<file path="src/rtl/lsu_pkg.sv">
// Shared decode constants, state encoding and legality check for the load/store unit.
package lsu_pkg;

  localparam logic [2:0] F3_LB  = 3'b000;
  localparam logic [2:0] F3_LH  = 3'b001;
  localparam logic [2:0] F3_LW  = 3'b010;
  localparam logic [2:0] F3_LBU = 3'b100;
  localparam logic [2:0] F3_LHU = 3'b101;
  localparam logic [2:0] F3_SB  = 3'b000;
  localparam logic [2:0] F3_SH  = 3'b001;
  localparam logic [2:0] F3_SW  = 3'b010;

  localparam logic [1:0] SIZE_B = 2'b00;
  localparam logic [1:0] SIZE_H = 2'b01;
  localparam logic [1:0] SIZE_W = 2'b10;

  localparam logic [1:0] FAULT_NONE       = 2'b00;
  localparam logic [1:0] FAULT_MISALIGNED = 2'b01;
  localparam logic [1:0] FAULT_ILLEGAL    = 2'b10;

  typedef enum logic {
    IDLE  = 1'b0,
    WRITE = 1'b1
  } lsu_state_e;

  // Returns the fault code for an access; illegal funct3 outranks misalignment.
  function automatic logic [1:0] legal(input logic [2:0] funct3, input logic [1:0] lo);
    logic [1:0] code;
    code = FAULT_NONE;
    if (funct3 == 3'd3 || funct3 == 3'd6 || funct3 == 3'd7)
      code = FAULT_ILLEGAL;
    else if (funct3[1:0] == SIZE_H && lo[0])
      code = FAULT_MISALIGNED;
    else if (funct3[1:0] == SIZE_W && lo != 2'b00)
      code = FAULT_MISALIGNED;
    return code;
  endfunction

endpackage

</file>
<file path="src/rtl/load_store_unit_if.sv">
// Pipeline-side request/response bundle of the load/store unit.
interface load_store_unit_if #(
  parameter int unsigned XLEN = 32
);
  logic            req_valid;
  logic            req_ready;
  logic            req_store;
  logic [2:0]      funct3;
  logic [XLEN-1:0] addr;
  logic [XLEN-1:0] store_data;
  logic            load_valid;
  logic [XLEN-1:0] load_data;
  logic            fault;
  logic [1:0]      fault_cause;

  modport master (
    output req_valid, req_store, funct3, addr, store_data,
    input  req_ready, load_valid, load_data, fault, fault_cause
  );

  modport slave (
    input  req_valid, req_store, funct3, addr, store_data,
    output req_ready, load_valid, load_data, fault, fault_cause
  );
endinterface

</file>
<file path="src/rtl/lsu_byte_lane.sv">
// Combinational lane logic: load extract/extend and sub-word store merge.
module lsu_byte_lane
  import lsu_pkg::*;
(
  input  logic [31:0] rdata,
  input  logic [1:0]  lo,
  input  logic [2:0]  funct3,
  input  logic [31:0] store_data,
  output logic [31:0] load_ext,
  output logic [31:0] merged
);
  logic [4:0]  sh;
  logic [31:0] shifted;
  logic [31:0] mask;
  logic [31:0] ins;

  assign sh      = {lo, 3'b000};
  assign shifted = rdata >> sh;

  always_comb begin
    load_ext = shifted;
    mask     = '1;
    ins      = store_data;
    case (funct3[1:0])
      SIZE_B: begin
        load_ext = funct3[2] ? {24'h0, shifted[7:0]} : {{24{shifted[7]}}, shifted[7:0]};
        mask     = 32'h0000_00FF << sh;
        ins      = {24'h0, store_data[7:0]} << sh;
      end
      SIZE_H: begin
        load_ext = funct3[2] ? {16'h0, shifted[15:0]} : {{16{shifted[15]}}, shifted[15:0]};
        mask     = 32'h0000_FFFF << sh;
        ins      = {16'h0, store_data[15:0]} << sh;
      end
      default: ;
    endcase
    merged = (rdata & ~mask) | ins;
  end
endmodule

</file>
<file path="src/rtl/load_store_unit.sv">
// Load/store unit between EX/MEM and a word-only data memory; SB/SH use a
// two-cycle read-modify-write, faulting accesses never reach memory.
module load_store_unit
  import lsu_pkg::*;
#(
  parameter int unsigned XLEN        = 32,
  parameter int unsigned WORD_ADDR_W = 10
) (
  input  logic                 clk,
  input  logic                 reset,
  load_store_unit_if.slave     bus,
  output logic                 mem_read,
  output logic                 mem_write,
  output logic [XLEN-1:0]      mem_address,
  output logic [XLEN-1:0]      mem_write_data,
  input  logic [XLEN-1:0]      mem_read_data
);
  if (XLEN != 32 || WORD_ADDR_W + 2 > XLEN) begin : g_bad_cfg
    $error("load_store_unit supports XLEN=32 with WORD_ADDR_W <= 30 only");
  end

  lsu_state_e  state;
  logic [31:0] wr_addr;
  logic [31:0] wr_data;
  logic        load_valid_q;
  logic [31:0] load_data_q;
  logic        fault_q;
  logic [1:0]  fault_cause_q;

  logic        ready;
  logic        accept;
  logic [1:0]  cause;
  logic        ok;
  logic        is_word;
  logic [31:0] word_addr;
  logic [31:0] load_ext;
  logic [31:0] merged;

  assign ready     = (state == IDLE) && !reset;
  assign accept    = bus.req_valid && ready;
  assign cause     = legal(bus.funct3, bus.addr[1:0]);
  assign ok        = accept && (cause == FAULT_NONE);
  assign is_word   = (bus.funct3[1:0] == SIZE_W);
  assign word_addr = {bus.addr[31:2], 2'b00};

  lsu_byte_lane u_lane (
    .rdata      (mem_read_data),
    .lo         (bus.addr[1:0]),
    .funct3     (bus.funct3),
    .store_data (bus.store_data),
    .load_ext   (load_ext),
    .merged     (merged)
  );

  // SW writes straight through in IDLE; the WRITE cycle owns the bus otherwise.
  always_comb begin
    mem_read       = ok && !(bus.req_store && is_word);
    mem_write      = (state == WRITE) ? !reset : (ok && bus.req_store && is_word);
    mem_address    = (state == WRITE) ? wr_addr : word_addr;
    mem_write_data = (state == WRITE) ? wr_data : bus.store_data;
  end

  always_ff @(posedge clk) begin
    if (reset) begin
      state         <= IDLE;
      wr_addr       <= '0;
      wr_data       <= '0;
      load_valid_q  <= 1'b0;
      load_data_q   <= '0;
      fault_q       <= 1'b0;
      fault_cause_q <= FAULT_NONE;
    end else begin
      load_valid_q <= 1'b0;
      fault_q      <= 1'b0;
      case (state)
        IDLE: begin
          if (accept) begin
            if (cause != FAULT_NONE) begin
              fault_q       <= 1'b1;
              fault_cause_q <= cause;
            end else if (!bus.req_store) begin
              load_valid_q <= 1'b1;
              load_data_q  <= load_ext;
            end else if (!is_word) begin
              state   <= WRITE;
              wr_addr <= word_addr;
              wr_data <= merged;
            end
          end
        end
        WRITE:   state <= IDLE;
        default: state <= IDLE;
      endcase
    end
  end

  assign bus.req_ready   = ready;
  assign bus.load_valid  = load_valid_q;
  assign bus.load_data   = load_data_q;
  assign bus.fault       = fault_q;
  assign bus.fault_cause = fault_cause_q;
endmodule

</file>
<file path="src/flat_wrapper.sv">
// flat-port wrapper written by rule: the top's interface ports become plain ports
module load_store_unit_flat import lsu_pkg::*;
#(
  parameter int unsigned XLEN        = 32,
  parameter int unsigned WORD_ADDR_W = 10
)
  (clk, reset, mem_read, mem_write, mem_address, mem_write_data, mem_read_data, bus_req_valid, bus_req_store, bus_funct3, bus_addr, bus_store_data, bus_req_ready, bus_load_valid, bus_load_data, bus_fault, bus_fault_cause);
  load_store_unit_if #(.XLEN(XLEN)) bus_i ();
  input  logic clk;
  input  logic reset;
  output logic mem_read;
  output logic mem_write;
  output logic [XLEN-1:0] mem_address;
  output logic [XLEN-1:0] mem_write_data;
  input  logic [XLEN-1:0] mem_read_data;
  input wire logic [$bits(bus_i.req_valid)-1:0] bus_req_valid;
  input wire logic [$bits(bus_i.req_store)-1:0] bus_req_store;
  input wire logic [$bits(bus_i.funct3)-1:0] bus_funct3;
  input wire logic [$bits(bus_i.addr)-1:0] bus_addr;
  input wire logic [$bits(bus_i.store_data)-1:0] bus_store_data;
  output wire logic [$bits(bus_i.req_ready)-1:0] bus_req_ready;
  output wire logic [$bits(bus_i.load_valid)-1:0] bus_load_valid;
  output wire logic [$bits(bus_i.load_data)-1:0] bus_load_data;
  output wire logic [$bits(bus_i.fault)-1:0] bus_fault;
  output wire logic [$bits(bus_i.fault_cause)-1:0] bus_fault_cause;
  assign bus_i.req_valid = bus_req_valid;
  assign bus_i.req_store = bus_req_store;
  assign bus_i.funct3 = bus_funct3;
  assign bus_i.addr = bus_addr;
  assign bus_i.store_data = bus_store_data;
  assign bus_req_ready = bus_i.req_ready;
  assign bus_load_valid = bus_i.load_valid;
  assign bus_load_data = bus_i.load_data;
  assign bus_fault = bus_i.fault;
  assign bus_fault_cause = bus_i.fault_cause;
  load_store_unit #(.XLEN(XLEN), .WORD_ADDR_W(WORD_ADDR_W)) u_core (.clk(clk), .reset(reset), .bus(bus_i), .mem_read(mem_read), .mem_write(mem_write), .mem_address(mem_address), .mem_write_data(mem_write_data), .mem_read_data(mem_read_data));
endmodule
</file>
<file path="config.mk">
export PLATFORM = sky130hd
export DESIGN_NAME = load_store_unit_flat
export DESIGN_NICKNAME = d
export VERILOG_FILES = /design/src/rtl/lsu_pkg.sv /design/src/rtl/load_store_unit_if.sv /design/src/rtl/lsu_byte_lane.sv /design/src/rtl/load_store_unit.sv /design/src/flat_wrapper.sv
export SDC_FILE = /design/constraint.sdc
export NUM_CORES = 1
export LEC_CHECK = 0
export BUFFER_PORTS_ARGS = -buffer_cell sky130_fd_sc_hd__buf_4
export CAP_MARGIN = 20
export CORE_ASPECT_RATIO = 1.4
export CORE_UTILIZATION = 45
export DETAILED_ROUTE_END_ITERATION = 6
export PLACE_DENSITY = 0.72
export SYNTH_ARGS = -nofsm -noshare
export SYNTH_HDL_FRONTEND = slang
export SYNTH_SLANG_ARGS = --single-unit
</file>
<file path="constraint.sdc">
create_clock -name clk -period 2.3 [get_ports clk]
set_clock_uncertainty 0.05 [all_clocks]
set_input_delay 0.345 -clock clk [delete_from_list [all_inputs] [get_ports clk]]
set_output_delay 0.345 -clock clk [all_outputs]
set_load 0.05 [all_outputs]
</file>
* Word-level counts from Yosys, hierarchy flattened
Cells that the tools add are included.
** Cells by class
- Bitwise logic cells :: 8
- Mux-type cells :: 18
- Shift operators :: 5
- Eq/ne operators :: 5
- Reduce and logical (&&, ||, !) cells :: 22
** Operators with widths (number)
- case mux 32 bit (2 select lines) :: 3
- 2-to-1 mux 32 bit :: 4
- bitwise AND 32 bit :: 1
- NOT 32 bit :: 1
- bitwise OR 32 bit :: 1
- << shifter 16 x 5 -> 32 bit :: 1
- << shifter 16 x 5 -> 32 bit (first input constant) :: 1
- << shifter 8 x 5 -> 32 bit :: 1
- << shifter 8 x 5 -> 32 bit (first input constant) :: 1
- right shift 32 x 5 -> 32 bit :: 1
- logical AND 1 bit :: 9
- 2-to-1 mux 1 bit :: 9
- equality test 3 bit (second input constant) :: 2
- NOT 1 bit :: 5
- AND reduction 5 bit :: 1
- zero test 2 bit :: 2
- AND reduction 4 bit :: 1
- nonzero test 2 bit :: 2
- OR reduction 4 bit :: 1
- equality test 3 x 2 -> 1 bit (second input constant) :: 1
- AND reduction 3 bit :: 1
- OR reduction 3 bit :: 1
- equality test 2 x 1 -> 1 bit (second input constant) :: 1
- equality test 2 bit (second input constant) :: 1
- 4 further kinds :: 6
** Storage, ports and cells
- Register bits :: 99
- Input bits :: 103
- Output and inout bits :: 103
- Logic and storage cells :: 65

* Depth between registers and ports, before layout
Gate-level depths: netlist of the first run.
- Word-level depth :: 10
- Mapped depth :: 8
- Depth with buffers taken out :: 5

* Hierarchy
A second synthesis of the first run with hierarchy kept.
** Unflattened totals
- Cell total of the unflattened synthesis :: 750
- Area total of the unflattened synthesis :: 5916.9 µm²
** By module, submodules not included
- load_store_unit :: sequential area each 1981.9 µm², area each 4235.3 µm², times used 1, cells each 510
- lsu_byte_lane :: sequential area each 0.0 µm², area each 1681.6 µm², times used 1, cells each 240

* Least setup slack after synthesis of the first run
No wires, ideal clock.
- Kind :: input port to output port
- Start point :: input bus_funct3[0]
- End point :: output mem_write
- Slack :: 0.193 ns
- Required time :: 1.905 ns
- Path buffers :: 1
- Arrival :: 1.712 ns
- Stages on the path :: 5
- Cell sequence :: buf_2 -> nor4_4 -> or2_2 -> a31oi_1 -> nor2_1
** Between the ends
- Cells in the longest elaborated chain, start to end :: 10
- Elaborated cells on any way between the ends :: 17
- Those cells by class :: eq/ne: 5; mux: 4; reduce/logical: 8
** RTL lines
- start, declared :: line flat_wrapper.sv:18 : input wire logic [$bits(bus_i.funct3)-1:0] bus_funct3;
- equality test 2 bit :: line lsu_pkg.sv:34, load_store_unit.sv:43
- logical AND 1 bit :: line lsu_pkg.sv:34 : else if (funct3[1:0] == SIZE_W && lo != 2'b00)
- 2-to-1 mux 1 bit :: line lsu_pkg.sv:34
- 2-to-1 mux 1 bit :: line lsu_pkg.sv:32 : else if (funct3[1:0] == SIZE_H && lo[0])
- 2-to-1 mux 2 bit :: line lsu_pkg.sv:30 : if (funct3 == 3'd3 || funct3 == 3'd6 || funct3 == 3'd7)
- zero test 2 bit :: line load_store_unit.sv:42 : assign ok = accept && (cause == FAULT_NONE);
- logical AND 1 bit :: line load_store_unit.sv:42
- logical AND 1 bit :: line load_store_unit.sv:58 : mem_write = (state == WRITE) ? !reset : (ok && bus.req_store && is_word);
- logical AND 1 bit * :: line load_store_unit.sv:58
- 2-to-1 mux 1 bit * :: line load_store_unit.sv:58
- end, declared :: line flat_wrapper.sv:12 : output logic mem_write;
Mark *: on every way between the ends. The rest lies on a longest branch, timed or not.

* Worst setup path after layout of the first run
- Start point :: register u_core.state
- End point :: output mem_write_data[16]
** Between the ends
- Cells in the longest elaborated chain, start to end :: 1
** RTL lines
- start, declared :: line load_store_unit.sv:22 : lsu_state_e state;
- start signal, assigned :: line load_store_unit.sv:65 : state <= IDLE;
- start signal, assigned :: line load_store_unit.sv:85 : state <= WRITE;
- start signal, assigned :: line load_store_unit.sv:91 : WRITE: state <= IDLE;
- 2-to-1 mux 32 bit :: line load_store_unit.sv:60 : mem_write_data = (state == WRITE) ? wr_data : bus.store_data;
- end, declared :: line flat_wrapper.sv:14 : output logic [XLEN-1:0] mem_write_data;
No other way between the ends.

==> impl_results.md, run 1 <==
* Input/output buffers at 203
* Hpwl dp at 13.1 mm
* PnR worst setup slack at 0.261 ns
* Number of DRC markers in iteration 0 at 357
* Max VDD drop at 0.563 mV
* Number of synthesized flops with an enable pin at 0
* I/O pin cnt at 206
* Reg-to-reg startpoint: u_core.state
* RD Place Congestion at 0.876
* Worst R2R Path Depth at 5
* Placed Instances at 935
* Post-synthesis sequential area ratio at 36.8%
* Mapped Cells at 626
* Crit path required time at 1.90 ns
* Min-Delay Endpoint: u_core.bus.fault
* Layout cells sized above 1 at 38.9%
* Post-synth top cells: 101 x nand2_1, 99 x dfxtp_1, 63 x mux2_2, 51 x a21oi_1, 49 x nor2_1
* Via density per instance at 5.80
* Startpoint Class: flop
* Post-Syn Area at 5380 um2
* GRT overflow at 0
* Hold Startpoint: bus_req_valid
* Nets@finish at 905
* First-pass GRT wire length at 26.4 mm
* P_sw at 1.36 mW
* CTS max path bufs at 2
* Number of buffers added for setup after CTS at 0
* Core area at 11500 um2
* Die Width at 94.4 um
* Clk sinks at 99
* Ant. Diodes at 0
* Clk slew on worst S/H paths at 0.07 ns
* Worst slew pin tran at 0.636 ns
* GRT Total Usage at 27.3%
* Clock Tree Root: clkbuf_16
* Status: complete, no violations
* Lkg Pwr at 3.03 nW
* Worst Setup End Kind: output pin
* Area grow syn2layout at 36.9%
* Ys Warns at 0
* Final worst path period need at 2.04 ns
* Predominant post-synthesis flop cell: dfxtp_1
* DRC Markers at 0
* # setup viols final at 0
* Hold Crit Class: in -> reg
* Synth area leader: dfxtp_1
* Synth cell types at 42
* CTS buffer count at 9
* Cell area after layout at 7360 um2
* Wire per inst at 18.6 um
* CTS tree: yes
* DIE HEIGHT at 131 um
* Final WL at 17.7 mm
* Clk pwr share at 39.2%
* Fill count at 1029
* RR Endpoint: u_core.bus.load_data[12]
* Switching Fraction at 28.9%
* Fmax at 490 MHz
* Post-synth ARST share at 0%
* RSZ-0062 raised after global routing: no
* CP Data Arrival Time at 1.64 ns
* Pre-CTS WS at 0.192 ns
* Initial Utilization at 46.7%
* Reg power frac at 37.7%
* Post-Place Cell Area at 7000 um2
* Slew headroom at 57.6%
* Final slew viol count at 0
* Synth area leaders: dfxtp_1 37%, mux2_2 13%, nand2_1 7.0%, a211oi_1 5.6%, mux2i_1 5.6%
* Number of antenna violations at the first check in global routing at 0
* Hold Buf Count CTS at 0
* Power Density at 638 nW/um2
* Count leader, synth: nand2_1
* Routed via count at 5514
* Mapped Avg Cell Area at 8.60 um2
* Hold path depth at 3
* Post-Layout Cell Count at 951
* Largest net degree at the start of global routing at 71
* Post-CTS Resized at 0
* First-pass DRT Iterations at 5
* Pint at 3.34 mW
* Crit path max fanout at 64
* Fin Setup TNS at 0 ns
* Final ANT Viol Nets at 0
* R2r setup slk at 0.39 ns
* Comb power frac at 23.1%
* H-tree depth at 3
* CP Class: reg -> out
* Core Rows at 46
* Die Footprint at 12400 um2
* Max cap viols at 0
* Hold Vio Cnt, Final at 0
* Yosys top cell area share at 36.8%
* Final Cycle Share at 88.7%
* Synth Register Bits at 99
* Worst skew pair latency at 0.34 ns
* Vias in the first global route at 5151
[power groups by stage]
stage	sequential (mW)	combinational [mW]	clock [mW]
2_1_floorplan	1.86	0.624	0
3_3_place_gp	1.81	1.07	0
3_5_place_dp	1.81	1.08	0
4_1_cts	1.77	1.08	1.87
5_1_grt	1.78	1.14	1.94
6_report	1.77	1.09	1.84
[worst max-delay path: stages, from the launching register on]
cell     delay, ns
dfxtp_2       0.36
buf_12        0.28
mux2_2        0.40
buf_4         0.19
[cells by family after synthesis]
logic type             Yosys count  synth area share [%]
other                            1                0.0697
DFF                             99                  36.8
muxes                           94                  19.2
and+or+nand+nor                221                  19.4
buffers and inverters           63                  5.49
AOI/OAI and AO/OA              148                  19.0
[placed cells by master, fill, tap and decap left out, types with 9 or more instances in the layout]
cell	n
buf_4	220
mux2i_1	30
mux2_2	63
nor2b_1	9
dfxtp_1	98
clkbuf_16	9
a211oi_1	40
a222oi_1	16
nand3b_1	25
nand3_1	23
a22oi_1	9
a21oi_1	51
o21ai_0	10
nand2_1	101
nor2_1	49
[routing by layer]
| metal | global-route usage [%] | vias to the layer above | routed length, um |
|---|---|---|---|
| li1 | - | 2644 | - |
| met1 | 32.0 | 2587 | 7020 |
| met2 | 46.5 | 247 | 8710 |
| met3 | 5.90 | 36 | 1360 |
| met4 | 12.4 | 0 | 595 |
| met5 | 0 | - | 0 |
[per-stage QoR]
stage	power (mW)	hold WS, ns	util [%]
floorplan	2.48	0.383	-
global placement	2.88	0.389	60.8
detailed placement	2.89	0.394	60.8
CTS	4.73	0.194	64.0
global route	4.85	0.205	64.0
finish	4.70	0.204	64.0
[area by class of cell]
cell class | instances | area (um2) | area share [%]
flip-flops and latches | 99 | 1980 | 26.9
repair buffers | 222 | 1690 | 23.0
clock inverters | 6 | 136 | 1.85
multi-input cells | 465 | 3130 | 42.4
clock buffers | 10 | 229 | 3.11
well taps | 144 | 180 | 2.45
inverters | 5 | 18.8 | 0.255
[worst max path at each step]
stage          slack, ns                        to     startpoint
2_1_floorplan       0.19                 mem_write  bus_funct3[0]
3_3_place_gp        0.28  u_core.bus.load_data[21]    bus_addr[0]
3_5_place_dp        0.19  u_core.bus.load_data[16]    bus_addr[0]
4_1_cts             0.25           mem_address[22]   u_core.state
5_1_grt             0.21            mem_address[6]   u_core.state
6_report            0.26        mem_write_data[16]   u_core.state
[flip-flops by register name, indices dropped and copies added (netlist names)]
name	count
u_core.bus.fault	1
u_core.bus.load_valid	1
u_core.wr_addr	30
u_core.bus.fault_cause	2
u_core.state	1
u_core.bus.load_data	32
u_core.wr_data	32
Note: power is estimated with default switching activity, not from simulation.
==> inputs of run 2 (changes only) <==
- CTS_BUF_LIST: unset -> sky130_fd_sc_hd__clkbuf_8
==> impl_results.md, run 2 (synthesis gave the netlist of run 1 again) <==
* DIE HEIGHT at 131 um (unchanged)
* Final slew viol count at 0 (unchanged)
* Slowest CP cell: mux2_2
* Post-CTS Resized at 0 (unchanged)
* Slowest cell delay on critical path at 0.39 ns (about the same)
* Number of antenna violations at the first check in global routing at 0 (unchanged)
* CP Data Arrival Time at 1.68 ns (+0.04 ns)
* Fill count at 1046 (+1.7%)
* Largest net degree at the start of global routing at 71 (unchanged)
* Fmax at 482 MHz (-1.7%)
* Startpoint Class: flop
* Pre-CTS WS at 0.192 ns (unchanged)
* Max cap viols at 0 (unchanged)
* CTS max path bufs at 2 (unchanged)
* Layout cells sized above 1 at 38.9% (unchanged)
* RR Endpoint: u_core.bus.load_data[12]
* Worst slew pin tran at 0.632 ns (-0.00373 ns)
* R2r setup slk at 0.39 ns (about the same)
* Hpwl dp at 13.1 mm (unchanged)
* CTS tree: yes
* Worst skew pair latency at 0.37 ns (+0.03 ns)
* Max VDD drop at 0.490 mV (-13%)
* Commonest cells after routing, fill and taps aside: 220 x buf_4, 101 x nand2_1, 98 x dfxtp_1
* DRC Markers at 0 (unchanged)
* Hold path depth at 3 (unchanged)
* Worst Path Buf+Inv at 2 (unchanged)
* Final Cycle Share at 90.2% (+1.5 points)
* Commonest non-fill, non-tap cell in the layout: buf_4
* Hold Crit Class: in -> reg
* Clk slew on worst S/H paths at 0.09 ns (+0.02 ns)
* # setup viols final at 0 (unchanged)
* Ant. Diodes at 0 (unchanged)
* Input/output buffers at 203 (unchanged)
* Hold Buf Count CTS at 0 (unchanged)
* Hold Vio Cnt, Final at 0 (unchanged)
* Clk sinks at 99 (unchanged)
* Hold Slack at 0.173 ns (-0.0318 ns)
* RSZ-0062 raised after global routing: no
* Final ANT Viol Nets at 0 (unchanged)
* H-tree depth at 3 (unchanged)
* Crit path max fanout at 64 (unchanged)
* RD Place Congestion at 0.876 (unchanged)
* Worst Setup End Kind: output pin
* Nets@finish at 905 (unchanged)
* Family with the most delay on the worst path: buffers and inverters
* Slew headroom at 57.9% (+0.25 points)
* Min-Delay Endpoint: u_core.wr_addr[2]
* Die Footprint at 12400 um2 (unchanged)
* CP Cell Sequence: buf_12 > mux2_2 > buf_4
* Status: complete, no violations
* Via density per instance at 5.72 (-1.4%)
* Final worst path period need at 2.07 ns (+0.0346 ns)
* Core Rows at 46 (unchanged)
* Lkg Pwr at 2.99 nW (-1.4%)
* Routed via count at 5439 (-1.4%)
* I/O pin cnt at 206 (unchanged)
* CTS buffer count at 9 (unchanged)
* First-pass GRT wire length at 26.4 mm (unchanged)
* Vias in the first global route at 5162 (+0.21%)
* Hold Startpoint: bus_addr[2]
* Core area at 11500 um2 (unchanged)
* Number of DRC markers in iteration 0 at 399 (+12%)
* Area grow syn2layout at 35.0%
* Number of buffers added for setup after CTS at 0 (unchanged)
* First-pass DRT Iterations at 7 (+2)
* Initial Utilization at 46.7% (unchanged)
* Worst R2R Path Depth at 5 (unchanged)
* PnR worst setup slack at 0.226 ns (-0.0346 ns)
* GRT Total Usage at 27.3% (about the same)
* Clock Tree Root: clkbuf_8
* Crit path required time at 1.90 ns (about the same)
* Wire per inst at 18.5 um (-0.64%)
* Fin Setup TNS at 0 ns (unchanged)
* Reg-to-reg startpoint: u_core.state
* GRT overflow at 0 (unchanged)
* Power Density at 594 nW/um2 (-7.0%)
* CP Class: reg -> out
* Die Width at 94.4 um (unchanged)
* Final WL at 17.6 mm (-0.64%)
run 2: cell count changes in the layout (fill, tap and decap cells not counted), sizes merged:
cell	delta
clkbuf	-1
inv	+1
run 2: metrics by stage:
step / utilization (%) / power (mW) / cell area [um2] / instances
floorplan: - / 2.48 / 5390 / 627
global placement: 60.8 / 2.88 / 7000 / 935
detailed placement: 60.8 / 2.89 / 7000 / 935
CTS: 63.1 / 4.33 / 7260 / 951
global route: 63.1 / 4.46 / 7260 / 951
finish: 63.1 / 4.31 / 7260 / 951
run 2: power breakdown:
| part | switching (mW) | internal, mW | leakage, nW | total, mW |
|---|---|---|---|---|
| logic | 0.675 | 0.410 | 2.05 | 1.08 |
| registers | 0.0203 | 1.75 | 0.801 | 1.77 |
| clock network | 0.622 | 0.834 | 0.137 | 1.46 |
| total | 1.32 | 3.00 | 2.99 | 4.31 |
run 2: layout make-up:
cell class | count | area (um2) | share of cell area (%)
clock inverters | 7 | 140 | 1.93
repair buffers | 222 | 1690 | 23.3
multi-input cells | 465 | 3130 | 43.0
well taps | 144 | 180 | 2.48
inverters | 5 | 18.8 | 0.258
flip-flops and latches | 99 | 1980 | 27.3
clock buffers | 9 | 124 | 1.71
run 2: worst max-delay path by stage:
stage | start | slack, ns | end | depth (start not counted)
after global placement | bus_addr[0] | 0.28 | u_core.bus.load_data[21] | 5
after floorplan | bus_funct3[0] | 0.19 | mem_write | 5
after detailed placement | bus_addr[0] | 0.19 | u_core.bus.load_data[16] | 5
after global routing | u_core.state | 0.17 | mem_address[6] | 3
after CTS | u_core.state | 0.21 | mem_address[22] | 3
final | u_core.state | 0.23 | mem_write_data[21] | 3
run 2: worst register-to-register path, cell delays in order, from the launching register on:
cell and delay [ns]:
dfxtp_2 0.35, nor3b_2 0.40, o211ai_2 0.27, inv_2 0.40
nor2_1 0.11, a211oi_1 0.24
run 2: metal layers:
metal	GRT usage (%)	wire length, um	part of all wire (%)
met4	11.9	571	3.3
met3	5.96	1280	7.3
met5	0	0	0
met1	32.1	7040	40
met2	46.5	8670	49
